==> config.mk <==
export PLATFORM = sky130hd
export DESIGN_NAME = keypad_scanner
export DESIGN_NICKNAME = d
export VERILOG_FILES = /design/src/rtl/keypad_scanner.sv
export SDC_FILE = /design/constraint.sdc
export NUM_CORES = 1
export LEC_CHECK = 0
export CAP_MARGIN = 10
export CORE_MARGIN = 5
export CORE_UTILIZATION = 49
export CTS_CLUSTER_SIZE = 14
export DETAILED_ROUTE_END_ITERATION = 8
export PLACE_DENSITY_LB_ADDON = 0.15
export SLEW_MARGIN = 10
export SYNTH_ARGS = -nofsm -noshare
export SYNTH_HDL_FRONTEND = slang
export SYNTH_SLANG_ARGS = --single-unit
export TNS_END_PERCENT = 20
==> constraint.sdc <==
create_clock -name clk -period 2 [get_ports clk]
set_input_delay 0.4 -clock clk [delete_from_list [all_inputs] [get_ports clk]]
set_output_delay 0.4 -clock clk [all_outputs]
set_load 0.05 [all_outputs]
==> src/rtl/keypad_scanner.sv <==
// keypad_scanner: 4x4 matrix keypad scanner with per-key debounce.
// Rows are driven one-hot active-low; a closed key pulls its column low.
// One key is tracked at a time: once a column is latched, all other
// columns are ignored until that key has been released and debounced.
module keypad_scanner #(
  parameter int unsigned SCAN_DIV = 4,
  parameter int unsigned DEBOUNCE = 8
) (
  input  logic       clk,
  input  logic       reset,
  input  logic [3:0] col,
  output logic [3:0] row,
  output logic [3:0] key_code,
  output logic       key_valid,
  output logic       key_held
);

  typedef enum logic [1:0] {
    S_SCAN,
    S_DEBOUNCE,
    S_HELD,
    S_RELEASE
  } state_t;

  localparam logic [7:0] DWELL_LAST = 8'(SCAN_DIV - 1);
  localparam logic [7:0] DB_LAST    = 8'(DEBOUNCE - 1);

  state_t     state_q;
  logic [1:0] row_idx_q;
  logic [1:0] col_idx_q;
  logic [7:0] dwell_q;
  logic [7:0] cnt_q;
  logic [3:0] row_q;
  logic [3:0] key_code_q;
  logic       key_valid_q;
  logic       key_held_q;

  logic [1:0] first_low_d;
  logic       key_up_d;
  logic [1:0] next_row_d;

  function automatic logic [3:0] row_drive(input logic [1:0] idx);
    return ~(4'b0001 << idx);
  endfunction

  function automatic logic [7:0] sat_inc(input logic [7:0] v);
    return (v == 8'hFF) ? v : 8'(v + 8'd1);
  endfunction

  // Lowest-numbered low column wins; level of the tracked column; next row index.
  always_comb begin
    first_low_d = 2'd0;
    if (!col[0])      first_low_d = 2'd0;
    else if (!col[1]) first_low_d = 2'd1;
    else if (!col[2]) first_low_d = 2'd2;
    else if (!col[3]) first_low_d = 2'd3;
    key_up_d   = col[col_idx_q];
    next_row_d = 2'(row_idx_q + 2'd1);
  end

  // Scan/debounce FSM; every output is a register updated here.
  always_ff @(posedge clk) begin
    if (reset) begin
      state_q     <= S_SCAN;
      row_idx_q   <= 2'd0;
      col_idx_q   <= 2'd0;
      dwell_q     <= '0;
      cnt_q       <= '0;
      row_q       <= 4'b1110;
      key_code_q  <= 4'h0;
      key_valid_q <= 1'b0;
      key_held_q  <= 1'b0;
    end else begin
      key_valid_q <= 1'b0;
      case (state_q)
        S_SCAN: begin
          if (dwell_q >= DWELL_LAST) begin
            if (&col) begin
              row_idx_q <= next_row_d;
              row_q     <= row_drive(next_row_d);
              dwell_q   <= '0;
            end else begin
              col_idx_q <= first_low_d;
              cnt_q     <= '0;
              state_q   <= S_DEBOUNCE;
            end
          end else begin
            dwell_q <= sat_inc(dwell_q);
          end
        end
        S_DEBOUNCE: begin
          if (key_up_d) begin
            row_idx_q <= next_row_d;
            row_q     <= row_drive(next_row_d);
            dwell_q   <= '0;
            cnt_q     <= '0;
            state_q   <= S_SCAN;
          end else if (cnt_q >= DB_LAST) begin
            // The clock that would make the count reach DEBOUNCE accepts the key.
            key_valid_q <= 1'b1;
            key_held_q  <= 1'b1;
            key_code_q  <= {row_idx_q, col_idx_q};
            state_q     <= S_HELD;
          end else begin
            cnt_q <= sat_inc(cnt_q);
          end
        end
        S_HELD: begin
          if (key_up_d) begin
            cnt_q   <= 8'd1;
            state_q <= S_RELEASE;
          end
        end
        S_RELEASE: begin
          if (!key_up_d) begin
            state_q <= S_HELD;
          end else if (cnt_q >= DB_LAST) begin
            row_idx_q  <= next_row_d;
            row_q      <= row_drive(next_row_d);
            dwell_q    <= '0;
            cnt_q      <= '0;
            key_held_q <= 1'b0;
            state_q    <= S_SCAN;
          end else begin
            cnt_q <= sat_inc(cnt_q);
          end
        end
        default: state_q <= S_SCAN;
      endcase
    end
  end

  assign row       = row_q;
  assign key_code  = key_code_q;
  assign key_valid = key_valid_q;
  assign key_held  = key_held_q;

endmodule
==> impl_metrics.json <==
{
  "synth.net_count": 176,
  "syn_area_per_cell_um2": 9.24,
  "ys.flop_type": "dfxtp_1",
  "swShare": 0.298,
  "critical_path.cell_chain": "ha_4 -> or4_4 -> o211a_4 -> a221oi_4 -> mux2i_1 -> nor2_1",
  "num_vias": 1355,
  "synthToLayoutAreaGrowth_pct": 27.0,
  "yosysSeqAreaShare": 0.423,
  "worstMarginPinSlew_ps": 507,
  "die_w_um": 65.6,
  "fin_crit_sh": 0.979,
  "path_max_fanout": 6,
  "clk_latency_ps": 330,
  "grt_max_degree": 30,
  "drive_gt1_frac": 0.207,
  "grt_antenna_before_repair": 0,
  "drcViolationCount": 0,
  "cts.clk_slew.worst_paths_ps": 90,
  "cts_made_buffers": 5,
  "portBuffers": 15,
  "gp_congestion": 0.831,
  "finalSetupViolations": 0,
  "postRouteAntennaNets": 0,
  "drtIter0Drc": 66,
  "core_um2": 3000,
  "grt_pass1_vias": 1344,
  "initial_core_util": 0.505,
  "top_usage_layer": "met2",
  "yosysUniqueCellTypes": 36,
  "synth_top_area_frac": 0.423,
  "grt_pass1_wl_um": 5670,
  "syn_inst": 164,
  "hold_class": "flip-flop to flip-flop",
  "ioPinCount": 16,
  "max_freq_ghz": 0.511,
  "fp.dieH_um": 65.6,
  "status": "completed",
  "worstPathRequired_ps": 2210,
  "dr.pass1.iters": 4,
  "wl_per_cell_um": 14.4,
  "fin_setup_tns_ps": 0,
  "clkPwrFrac": 0.265,
  "crit_family": "compound AO/OA/AOI/OAI gates",
  "synth-edff-count": 0,
  "viasPerCell": 5.74,
  "cts_tree": "built",
  "end_kind": "flip-flop",
  "grt_use_met1": 0.186,
  "slew_headroom": 0.661,
  "crit_buf_inv": 0,
  "p_leak_uw": 0.000738,
  "yosysWarnings": 0,
  "rsz0062_at_grt": "yes",
  "p_sw_uw": 439,
  "combPwrFrac": 0.255,
  "overflow": 0,
  "htreeDepth": 2,
  "critPathArrivalTime_ps": 2170,
  "power_density_nw_per_um2": 766,
  "die_area_um2": 4300,
  "rows": 20,
  "clkSinkCount": 32,
  "cp_slowest_stage_delay_ps": 430,
  "cts-root-buf": "clkbuf_4",
  "synth_area_leaders": "dfxtp_1 42%, a21oi_1 5.0%, ha_1 5.0%",
  "hpwlAfterDp_um": 2490,
  "use_met3": 0.0427,
  "power.internal_uw": 1030,
  "fin_skew_ps": 7.03,
  "yosysTopAreaCell": "dfxtp_1",
  "power_uw": 1470,
  "ir_drop_mv": 0.482,
  "criticalPathCategory": "flip-flop to flip-flop",
  "nets": 214,
  "ys_ff_latch": 32,
  "grtUsageTotal": 0.173,
  "min_period_ps": 1960,
  "synthArstFlopShare": 0,
  "netlist_area_um2": 1520,
  "max-clock-path-buffers": 2,
  "drv_slew": 0,
  "n_antenna_cell": 0,
  "wl_um": 3400,
  "crit_path_start_kind": "flip-flop",
  "p_seq_frac": 0.480,
  "cap_violations": 0,
  "final-hold-violation-count": 0,
  "cp_slowest_cell": "or4_4",
  "grt_use_met2": 0.300
}
==> flip-flops by register name, summed over array words and instances, names as in the netlist, named ones only <==
name and count:
cnt_q 8, row 4, dwell_q 8, key_held 1, state_q 1, col_idx_q 2
row_idx_q 2, key_valid 1, key_code 4
==> per-stage QoR <==
stage	cell area [µm²]	setup slack [ps]	instances	hold WS [ps]	utilization
global placement	1820	-262	226	444	0.608
finish	1920	41.9	236	471	0.641
floorplan	1520	68.5	164	457	-
global route	1920	-35.4	236	523	0.641
CTS	1890	5.74	234	485	0.630
detailed placement	1820	-266	226	463	0.608
==> layout by cell type (no fill, tap or decap), types with 6 or more instances in the layout <==
master / instances
dfxtp_1: 30
clkdlybuf4s50_1: 14
nand2_1: 7
nor3b_1: 7
nor2_1: 19
buf_4: 22
a21oi_1: 14
mux2i_1: 7
inv_1: 6
nor2b_1: 6
==> layout make-up <==
cell class	count	area, µm²
clock buffer	7	55.1
clock inverter	1	7.51
fill	268	1080
inverter	6	22.5
multi-input combinational	121	850
sequential	32	643
tap	33	41.3
timing repair buffer	36	305
==> cell usage after synthesis, drive strengths merged, types with 2 or more instances <==
library cell,instances
a211oi,2
a21o,3
a21oi,16
a31oi,3
a41oi,5
and3,2
clkbuf,4
dfxtp,32
ha,6
inv,6
mux2i,7
nand2,7
nand2b,4
nand3,4
nand4,4
nor2,19
nor2b,6
nor3,3
nor3b,7
nor4,3
o21ai,6
o21bai,2
or4,2
xnor2,2
==> logic make-up after synthesis <==
logic type      after synthesis  synth area share
simple gates                 64             0.227
compound gates               41             0.198
flops                        32             0.423
buf+inv                      11            0.0297
mux                           8            0.0611
fa+ha+maj                     6            0.0495
xor+xnor                      2            0.0116
==> worst reg2reg max path: stages, from the launching register on <==
cell	delay [ps]
dfxtp_2	350
ha_4	160
or4_4	430
o211a_4	260
a221oi_4	340
mux2i_1	250
nor2_1	60
==> power by group through the flow <==
stage	Clock (µW)	Combinational, µW	Sequential [µW]
floorplan	0	213	719
global placement	0	329	710
detailed placement	0	341	712
CTS	409	345	699
global route	443	415	712
finish	391	375	707
==> layer usage <==
layer  vias up  part of all wire
li1        676                 -
met1       639              0.44
met2        30              0.50
met3        10             0.033
met4         0             0.031
met5         -                 0
==> path summary, 6_finish.rpt <==
path,start,endpoint,slack (ps),cells after the start
min,row[0],row[0],470,2
max reg2reg,dwell_q[0],dwell_q[1],40,6
min reg2reg,row[0],row[0],470,2
max,dwell_q[0],dwell_q[1],40,6
==> timing repair <==
item                                    4_1_cts  5_1_grt
buffers inserted                              0        2
gates resized for setup                       2        4
pin swaps                                     1        0
endpoints found under the setup margin        9       13
gates cloned                                  0        0
hold buffers                                  0        0
No activity file was read; power rests on OpenSTA's default activity.
